## config.mk

```make
export PLATFORM = sky130hd
export DESIGN_NAME = rect_grab_sched
export DESIGN_NICKNAME = d
export VERILOG_FILES = /design/src/rtl/rect_grab_sched.sv
export SDC_FILE = /design/constraint.sdc
export NUM_CORES = 1
export LEC_CHECK = 0
export ABC_CLOCK_PERIOD_IN_PS = 4950
export CAP_MARGIN = 5
export CELL_PAD_IN_SITES_DETAIL_PLACEMENT = 1
export CELL_PAD_IN_SITES_GLOBAL_PLACEMENT = 1
export CORE_MARGIN = 10
export CORE_UTILIZATION = 34
export CTS_CLUSTER_DIAMETER = 100
export DETAILED_ROUTE_END_ITERATION = 10
export HOLD_SLACK_MARGIN = 0.05
export PLACE_DENSITY_LB_ADDON = 0.12
export SYNTH_ARGS = -nofsm -noshare
export SYNTH_HDL_FRONTEND = slang
export SYNTH_SLANG_ARGS = --single-unit
export TNS_END_PERCENT = 10
```

## constraint.sdc

```tcl
create_clock -name clk65MHz -period 4.95 [get_ports clk65MHz]
set_input_delay 0.99 -clock clk65MHz [delete_from_list [all_inputs] [get_ports clk65MHz]]
set_output_delay 0.99 -clock clk65MHz [all_outputs]
set_load 0.005 [all_outputs]
```

## src/rtl/rect_grab_sched.sv

```systemverilog
// Mouse-ownership arbiter for a set of falling-rectangle controllers.
// Also generates the shared physics tick. On a left-button press it hit-tests the objects in priority order.
module rect_grab_sched #(
    parameter int N_OBJ    = 4,
    parameter int RECT_W   = 48,
    parameter int RECT_H   = 64,
    parameter int TICK_DIV = 650000
) (
    input  logic                       clk65MHz,
    input  logic                       rst,
    input  logic                       mouse_left,
    input  logic [11:0]                mouse_xpos,
    input  logic [11:0]                mouse_ypos,
    input  logic [12*N_OBJ-1:0]        obj_xpos,
    input  logic [12*N_OBJ-1:0]        obj_ypos,
    input  logic [N_OBJ-1:0]           obj_busy,
    output logic                       tick,
    output logic [N_OBJ-1:0]           grant,
    output logic [$clog2(N_OBJ)-1:0]   grant_idx,
    output logic                       release_p
);

    localparam int IW = $clog2(N_OBJ);
    localparam int CW = $clog2(TICK_DIV);

    localparam logic [CW-1:0]    C_CNT_ONE  = CW'(1);
    localparam logic [CW-1:0]    C_CNT_LAST = CW'(TICK_DIV - 1);
    localparam logic [CW-1:0]    C_CNT_PRE  = CW'(TICK_DIV - 2);
    localparam logic [IW-1:0]    C_IDX_ONE  = IW'(1);
    localparam logic [IW-1:0]    C_IDX_LAST = IW'(N_OBJ - 1);
    localparam logic [N_OBJ-1:0] C_ONE_HOT  = {{(N_OBJ-1){1'b0}}, 1'b1};
    localparam logic [12:0]      C_RECT_W   = 13'(RECT_W);
    localparam logic [12:0]      C_RECT_H   = 13'(RECT_H);

    typedef enum logic [1:0] {
        S_IDLE     = 2'd0,
        S_SCAN     = 2'd1,
        S_HELD     = 2'd2,
        S_WAIT_REL = 2'd3
    } state_t;

    state_t             r_state;
    state_t             w_state_nxt;
    logic [CW-1:0]      r_cnt;
    logic               r_tick;
    logic               r_mouse_left_d;
    logic [11:0]        r_mx;
    logic [11:0]        r_my;
    logic [11:0]        w_mx_nxt;
    logic [11:0]        w_my_nxt;
    logic [IW-1:0]      r_idx;
    logic [IW-1:0]      w_idx_nxt;
    logic [N_OBJ-1:0]   r_grant;
    logic [N_OBJ-1:0]   w_grant_nxt;
    logic [IW-1:0]      r_grant_idx;
    logic [IW-1:0]      w_grant_idx_nxt;
    logic               r_release;
    logic               w_release_nxt;
    logic               w_press;
    logic               w_hit;
    logic [11:0]        w_ox;
    logic [11:0]        w_oy;

    assign w_press = mouse_left & ~r_mouse_left_d;

    // Free-running tick divider; tick is registered one count early so it lands on the last count.
    always_ff @(posedge clk65MHz) begin
        if (rst) begin
            r_cnt  <= '0;
            r_tick <= 1'b0;
        end else begin
            if (r_cnt == C_CNT_LAST) begin
                r_cnt <= '0;
            end else begin
                r_cnt <= r_cnt + C_CNT_ONE;
            end
            r_tick <= (r_cnt == C_CNT_PRE);
        end
    end

    // Hit test for the object currently under scan; 13-bit compares keep the right/bottom edges from wrapping.
    always_comb begin
        w_ox  = obj_xpos[32'(r_idx) * 32'd12 +: 12];
        w_oy  = obj_ypos[32'(r_idx) * 32'd12 +: 12];
        w_hit = ~obj_busy[r_idx]
              & ({1'b0, r_mx} >= {1'b0, w_ox})
              & ({1'b0, r_mx} <  ({1'b0, w_ox} + C_RECT_W))
              & ({1'b0, r_my} >= {1'b0, w_oy})
              & ({1'b0, r_my} <  ({1'b0, w_oy} + C_RECT_H));
    end

    // Scheduler next-state and next-output logic.
    always_comb begin
        w_state_nxt     = r_state;
        w_mx_nxt        = r_mx;
        w_my_nxt        = r_my;
        w_idx_nxt       = r_idx;
        w_grant_nxt     = r_grant;
        w_grant_idx_nxt = r_grant_idx;
        w_release_nxt   = 1'b0;
        case (r_state)
            S_IDLE: begin
                // grant_idx survives the release_p cycle, then falls to zero here
                w_grant_nxt     = '0;
                w_grant_idx_nxt = '0;
                if (w_press) begin
                    w_mx_nxt    = mouse_xpos;
                    w_my_nxt    = mouse_ypos;
                    w_idx_nxt   = '0;
                    w_state_nxt = S_SCAN;
                end else begin
                    w_state_nxt = S_IDLE;
                end
            end
            S_SCAN: begin
                if (!mouse_left) begin
                    w_state_nxt = S_IDLE;
                end else if (w_hit) begin
                    w_grant_nxt     = C_ONE_HOT << r_idx;
                    w_grant_idx_nxt = r_idx;
                    w_state_nxt     = S_HELD;
                end else if (r_idx == C_IDX_LAST) begin
                    w_state_nxt = S_WAIT_REL;
                end else begin
                    w_idx_nxt = r_idx + C_IDX_ONE;
                end
            end
            S_HELD: begin
                if (!mouse_left) begin
                    w_grant_nxt   = '0;
                    w_release_nxt = 1'b1;
                    w_state_nxt   = S_IDLE;
                end else begin
                    w_state_nxt = S_HELD;
                end
            end
            S_WAIT_REL: begin
                if (!mouse_left) begin
                    w_state_nxt = S_IDLE;
                end else begin
                    w_state_nxt = S_WAIT_REL;
                end
            end
            default: begin
                w_state_nxt     = S_IDLE;
                w_grant_nxt     = '0;
                w_grant_idx_nxt = '0;
            end
        endcase
    end

    // Scheduler state and registered outputs.
    always_ff @(posedge clk65MHz) begin
        if (rst) begin
            r_state        <= S_IDLE;
            r_mouse_left_d <= 1'b0;
            r_mx           <= '0;
            r_my           <= '0;
            r_idx          <= '0;
            r_grant        <= '0;
            r_grant_idx    <= '0;
            r_release      <= 1'b0;
        end else begin
            r_state        <= w_state_nxt;
            r_mouse_left_d <= mouse_left;
            r_mx           <= w_mx_nxt;
            r_my           <= w_my_nxt;
            r_idx          <= w_idx_nxt;
            r_grant        <= w_grant_nxt;
            r_grant_idx    <= w_grant_idx_nxt;
            r_release      <= w_release_nxt;
        end
    end

    assign tick      = r_tick;
    assign grant     = r_grant;
    assign grant_idx = r_grant_idx;
    assign release_p = r_release;

endmodule

```

==> impl_results.md, run 1 <==
* Status: finished, final reports clean
* All-Layer GR Usage at 16.8%
* Syn Inst Count at 449
* Leading cell types in the layout, fill and taps excluded: clkdlybuf4s50_1, nand2_1, dfxtp_1, ha_1, a21oi_1
* Drc violations at 0
* Post-detail-place hpwl at 11100 um
* Worst path cell trace: clkdlybuf4s50_1 -> mux4_1 -> ha_1 -> nand3_1 -> xnor2_1 -> ha_1 -> and4b_1 -> o2111ai_1 -> a21oi_1 -> o41ai_2 -> o211ai_2 -> or3b_4 -> o2bb2ai_1
* Critical Path AT at 4.46 ns
* Drt first pass iters at 4
* Num ports at 135
* Finished Cell Area at 5880 um^2
* Worst Setup End Kind: flip-flop
* Comb pwr share at 20.6%
* Final Hold Vio Count at 0
* CP dominant cell by count: ha_1
* Worst Hold Class: flip-flop to flip-flop
* Worst Skew at 0.00564 ns
* First-pass GRT wire length at between 20000 and 25000 um
* CTS Hold Buffers Added at 0
* Pwr/cell area at 248 nW/um^2
* Final Util at 50.6%
* Setup ws final at 0.752 ns
* Mean area per synthesized cell at 9.10 um^2
* Main flop type after synthesis: dfxtp_1
* Peak Freq at 238 MHz
* Clock Sink Count at 57
* Leak at 2.34 nW
* Area Overhead vs Synth at 43.9%
* Synth top area share at between 20 and 30%
* Antenna Nets Post-Route at 0
* Post-synth EDFFs at 0
* Root Buffer: clkbuf_16
* Vias per Instance at roughly 5.2
* Layout cells sized above 1 at 7.33%
* Pre-CTS setup slack at 0.453 ns
* Sequential area share after synthesis at 27.9%
* Final period util at 84.8%
* Max Buffers Root-to-Sink at 2
* Ys Warns at 0
* Die area at between 15000 and 20000 um^2
* Port bufs at 134
* Slowest CP cell: mux4_1
* Initial antenna violation count at 0
* Antenna Cells at 0
* Initial drt markers at 144
* Routed vias at approximately 3.8k
* Bufs and invs on worst path at 1
* Least-Margin Pin Slew at 0.953 ns
* Slew HR at between 30 and 40%
* Switching power at approximately 370 uW
* Pwr Total at 1.46 mW
* Die width at 130 um
* Register-to-register setup slack at 0.96 ns
* Sequential share of power at approximately 34%
* CTS tree: yes
* Final wirelength at 14100 um
* Net Sw Frac at about a quarter
* Post-layout net count at about 760
* Placed cell areas at 5570 um^2
* Post-layout min period at 4.20 ns
* Clk slew on worst S/H paths at roughly 0.05 ns
* Largest net degree at the start of global routing at 26
* Vias in the first global route at 4248
* Area leader, netlist: dfxtp_1
* # rows at 39
* Final Max Tran Viols at 0
* RSZ-0062 raised after global routing: false
* Async set-reset flop share out of synthesis at 0%
* Crit start category: input pin
* Pint at 1.09 mW
* Distinct cells, synth at just over 50
* Routed len/inst at 19.3 um
* Crit path max fanout at 5
* Total grt overflow at 0
* Clock latency on the worst-skew pair at 0.33 ns
* Synth top area cells: dfxtp_1, ha_1, mux4_1, nand2_1, mux4_2
* Worst endpoint required time at 5.21 ns
* Flop and latch count out of synthesis at 57
* Setup bufs post-CTS at 0
* Final GP Congestion at ~0.81
* Max-Cap Viols at 0
* Initial Utilization at 35.2%
* Setup-failing EPs final at 0
* CP top delay family: compound AO/OA/AOI/OAI gates
* Peak supply drop at 0.165 mV
* Clk pwr share at a little under half
* Setup CP Type: input pin to flip-flop
* Net Count, Synth at about 620
* Largest stage delay, worst path at 0.60 ns
* Core area at 11600 um^2
* Mapped Area at between 4000 and 5000 um^2
* Setup TNS Final at 0 ns
* Most common cell after layout, fill and taps aside: clkdlybuf4s50_1
* Post-cts gate resize count at 0
* H-tree levels at 3
* Chip height at 130 um
* CTS buffer count at 9
[power groups by stage]
stage / sequential, mW / combinational, mW / clock (mW)
floorplan: 0.493 / 0.159 / 0
global placement: 0.501 / 0.291 / 0
detailed placement: 0.502 / 0.298 / 0
CTS: 0.492 / 0.304 / 0.681
global route: 0.495 / 0.334 / 0.705
finish: 0.493 / 0.301 / 0.666
[stage by stage]
step / instances / hold WS, ns
2_1_floorplan: 449 / 0.436
3_5_place_dp: 714 / 0.453
4_1_cts: 730 / 0.461
6_report: 730 / 0.458
3_3_place_gp: 714 / 0.448
5_1_grt: 730 / 0.492
[layout make-up]
| type | count | area [um^2] |
|---|---|---|
| multi-input combinational | 341 | 2740 |
| inverter | 33 | 124 |
| timing repair buffer | 140 | 1390 |
| sequential | 57 | 1140 |
| tap | 143 | 179 |
| fill | 1371 | 5730 |
| clock inverter | 6 | 82.6 |
| clock buffer | 10 | 229 |
[per-layer routing]
layer | track usage, % | share of wire [%] | vias up
li1 | - | - | 1880
met2 | 29.6 | 50 | 80
met4 | 5.36 | 1.5 | 0
met1 | 19.8 | 44 | 1850
met3 | 3.92 | 5.0 | 16
met5 | 0 | 0 | -
[Yosys cell counts, types with 2 or more instances]
library cell   n
and3_1         6
xnor2_1       14
a21o_1         2
nor2_1        36
o21bai_1       2
mux4_1        15
nand3b_1       3
nand3_1       16
mux4_2        10
dfxtp_1       57
mux2i_1        2
mux2_2         3
inv_1         32
buf_2          2
ha_1          46
nand4_1        3
o21a_1         3
o21ai_0       11
o31ai_1        3
o2111ai_1      3
nor3b_1        2
or3_1          4
xor2_1        13
and4_1         2
nand2_1       67
clkbuf_1      11
o2bb2ai_1      5
nand2b_1       3
nor3_1         7
nor2b_1        6
a21oi_1       38
buf_1          3
[worst register-to-register path, stage by stage (launching register included)]
cell and delay (ns):
dfxtp_2 0.67, buf_4 0.40, mux4_2 0.62, nand3_1 0.16
xnor2_1 0.14, ha_1 0.27, and4b_1 0.18, o2111ai_1 0.08
a21oi_1 0.09, o41ai_2 0.46, o211ai_2 0.25, or3b_4 0.46
o2bb2ai_1 0.15
[sequential cells by signal, summed over array words and instances, names as in the netlist]
register / flops
r_my: 12
r_mouse_left_d: 1
r_mx: 12
grant_idx: 2
r_cnt: 20
tick: 1
release_p: 1
grant: 4
r_idx: 2
r_state: 2
[cell families (layout without fill, tap and decap cells)]
logic type	after synthesis	in the layout	synth area share (%)
AOI/OAI and AO/OA	78	78	12.4
xor gates and xnor gates	27	27	5.79
adders and majority gates	46	46	14.1
buffers and inverters	51	189	5.20
DFF	57	57	27.9
muxes	30	30	16.5
and+or+nand+nor	160	160	18.2
[final timing paths]
check,endpoint,start,cells after the start
max,grant[1],obj_ypos[18],13
min,r_my[0],r_my[0],2
max reg2reg,grant[1],r_idx[0],12
min reg2reg,r_my[0],r_my[0],2
(Power assumes the default switching activity.)
==> run 2, diff against run 1 <==
--- a/config.mk
+++ b/config.mk
@@ -5,7 +5,7 @@
 export SDC_FILE = /design/constraint.sdc
 export NUM_CORES = 1
 export LEC_CHECK = 0
-export ABC_CLOCK_PERIOD_IN_PS = 4950
+export ABC_CLOCK_PERIOD_IN_PS = 4080
 export CAP_MARGIN = 5
 export CELL_PAD_IN_SITES_DETAIL_PLACEMENT = 1
 export CELL_PAD_IN_SITES_GLOBAL_PLACEMENT = 1
==> constraint.sdc (replaced) <==
create_clock -name clk65MHz -period 4.08 [get_ports clk65MHz]
set_input_delay 0.816 -clock clk65MHz [delete_from_list [all_inputs] [get_ports clk65MHz]]
set_output_delay 0.816 -clock clk65MHz [all_outputs]
set_load 0.005 [all_outputs]
==> run 2 against run 1 <==
Compared with the run above: via count grew 0.34%; core utilization grew 0.99 points; combinational power grew 25%; highest routed layer unchanged; largest cell class unchanged; clock skew is essentially flat; cell area grew 2.0%; global-route usage shrank 0.21 points; final cell count grew 1.8%; total power grew 24%; die area is the same.
==> impl_results.md, run 2 (synthesis results as in run 1) <==
* Min Hold Slack at 0.463 ns
* Initial antenna violation count at 0
* Die area at 16800 um^2
* Worst Setup End Kind: flip-flop
* Met2 Use GR at 29.3%
* Post-detail-place hpwl at 11100 um
* Post-layout net count at approximately 770
* Routed len/inst at 18.6 um
* Num ports at 135
* Total grt overflow at 0
* Final period util at between 90% and 100%
* Largest net degree at the start of global routing at 26
* H-tree levels at 3
* Drt first pass iters at 4
* Antenna Nets Post-Route at 0
* First-pass GRT wire length at 21900 um
* Root Buffer: clkbuf_16
* Final wirelength at 13800 um
* Worst Skew at approximately 0.0058 ns
* Fin cells at 743
* Max Buffers Root-to-Sink at 2
* Pwr/cell area at 302 nW/um^2
* Finished Cell Area at ~6000 um^2
* Routed vias at 3839
* Biggest register: r_cnt
* Crit path max fanout at 5
* R2r startpoint: r_idx[1]
* Largest registers: r_cnt (20), r_mx (12), r_my (12)
* Register-to-register setup slack at 0.36 ns
* Chip height at between 100 and 150 um
* All-Layer GR Usage at 16.6%
* CTS tree: yes
* Worst reg2reg endpoint: grant[2]
* GRT met1 Usage at 18.7%
* Final Hold Vio Count at 0
* Post-layout min period at 3.85 ns
* Vias per Instance at 5.17
* RSZ-0062 raised after global routing: false
* Core area at 11600 um^2
* Port bufs at 134
* Final Max Tran Viols at 0
* Critical Path AT at around 4.1 ns
* Peak supply drop at 0.181 mV
* Most common cell after layout, fill and taps aside: clkdlybuf4s50_1
* FF-to-FF path depth at 14
* Largest register FFs at 20
* Peak Freq at 260 MHz
* Initial Utilization at 35.2%
* Leak at 2.40 nW
* Slew HR at 36.7%
* Worst endpoint required time at 4.35 ns
* Leading cell types in the layout, fill and taps excluded: clkdlybuf4s50_1, nand2_1, dfxtp_1, ha_1, a21oi_1
* Setup-failing EPs final at 0
* Die width at 130 um
* Clock latency on the worst-skew pair at between 0.3 and 0.4 ns
* Layout cells sized above 1 at 9.83%
* Placed cell areas at 5670 um^2
* CTS buffer count at 9
* Max-Cap Viols at 0
* Clk slew on worst S/H paths at 0.05 ns
* Hold_sp: r_my[0]
* Area Overhead vs Synth at 46.7%
* M3 GR Usage at 5.02%
* Final GP Congestion at 0.832
* Global route hottest layer: met2
* Drc violations at 0
* Hold path endpoint: r_my[0]
* Placed insts at between 700 and 800
* Clock Sink Count at 57
* Antenna Cells at 0
* Vias in the first global route at 4269
* Least-Margin Pin Slew at 0.950 ns
* Initial drt markers at 106
* Pwr Total at 1.81 mW
* Hold Path Cell Cnt at 2
* # rows at 39
* Setup CP Type: input pin to flip-flop
* Status: finished, final reports clean
* Crit start category: input pin
* Worst Hold Class: flip-flop to flip-flop
* Final Util at 51.6%
## run 2: what timing repair did
action | CTS | global route
gates resized for setup | 0 | 3
hold endpoints to repair | 0 | 0
hold buffers | 0 | 0
buffers inserted | 0 | 0
setup endpoints to repair | 0 | 6
## run 2: final cells by class
type                       instances  area, um^2
fill                            1351        5620
multi-input combinational        341        2740
timing repair buffer             153        1480
clock buffer                      12         256
inverter                          33         124
tap                              143         179
clock inverter                     4        75.1
sequential                        57        1140
## run 2: how the worst max path moves through the flow
stage	start	end	cells past startpoint
floorplan	obj_ypos[18]	grant[0]	12
global placement	obj_ypos[19]	grant_idx[1]	15
detailed placement	obj_ypos[19]	grant[3]	14
CTS	obj_ypos[19]	grant_idx[1]	15
global route	obj_ypos[43]	grant[2]	14
finish	obj_ypos[43]	grant[2]	14
## run 2: stage by stage
stage / setup TNS (ns) / setup WS [ns]
6_report: 0 / 0.230
5_1_grt: 0 / 0.0116
4_1_cts: 0 / 0.149
3_5_place_dp: -1.11 / -0.181
3_3_place_gp: -0.466 / -0.0827
2_1_floorplan: 0 / 0.593
## run 2: worst max-delay path, cell delays in order
cell             delay, ns
clkdlybuf4s50_1       0.41
mux4_2                0.51
ha_1                  0.25
nand3_1               0.13
xnor2_1               0.15
ha_1                  0.28
and4b_1               0.19
o2111ai_1             0.07
a21oi_1               0.07
o41ai_2               0.32
buf_4                 0.19
o211ai_2              0.14
or3b_4                0.45
o2bb2ai_1             0.14
## run 2: where the power goes
group / internal [mW] / total [mW] / switching (mW)
combinational: 0.224 / 0.376 / 0.152
sequential: 0.576 / 0.596 / 0.0196
clock: 0.567 / 0.838 / 0.271
total: 1.37 / 1.81 / 0.442
## run 2: metal layers
metal  up-vias  routed length [um]
li1       1901                   -
met1      1836                5740
met2        81                7020
met3        21                 835
met4         0                 197
met5         -                   0
==> run 3, diff against run 2 <==
--- a/config.mk
+++ b/config.mk
@@ -12,6 +12,7 @@
 export CORE_MARGIN = 10
 export CORE_UTILIZATION = 34
 export CTS_CLUSTER_DIAMETER = 100
+export CTS_CLUSTER_SIZE = 8
 export DETAILED_ROUTE_END_ITERATION = 10
 export HOLD_SLACK_MARGIN = 0.05
 export PLACE_DENSITY_LB_ADDON = 0.12
==> results of run 3 <==
Final layout, timing and power as in run 2 (identical DEF).
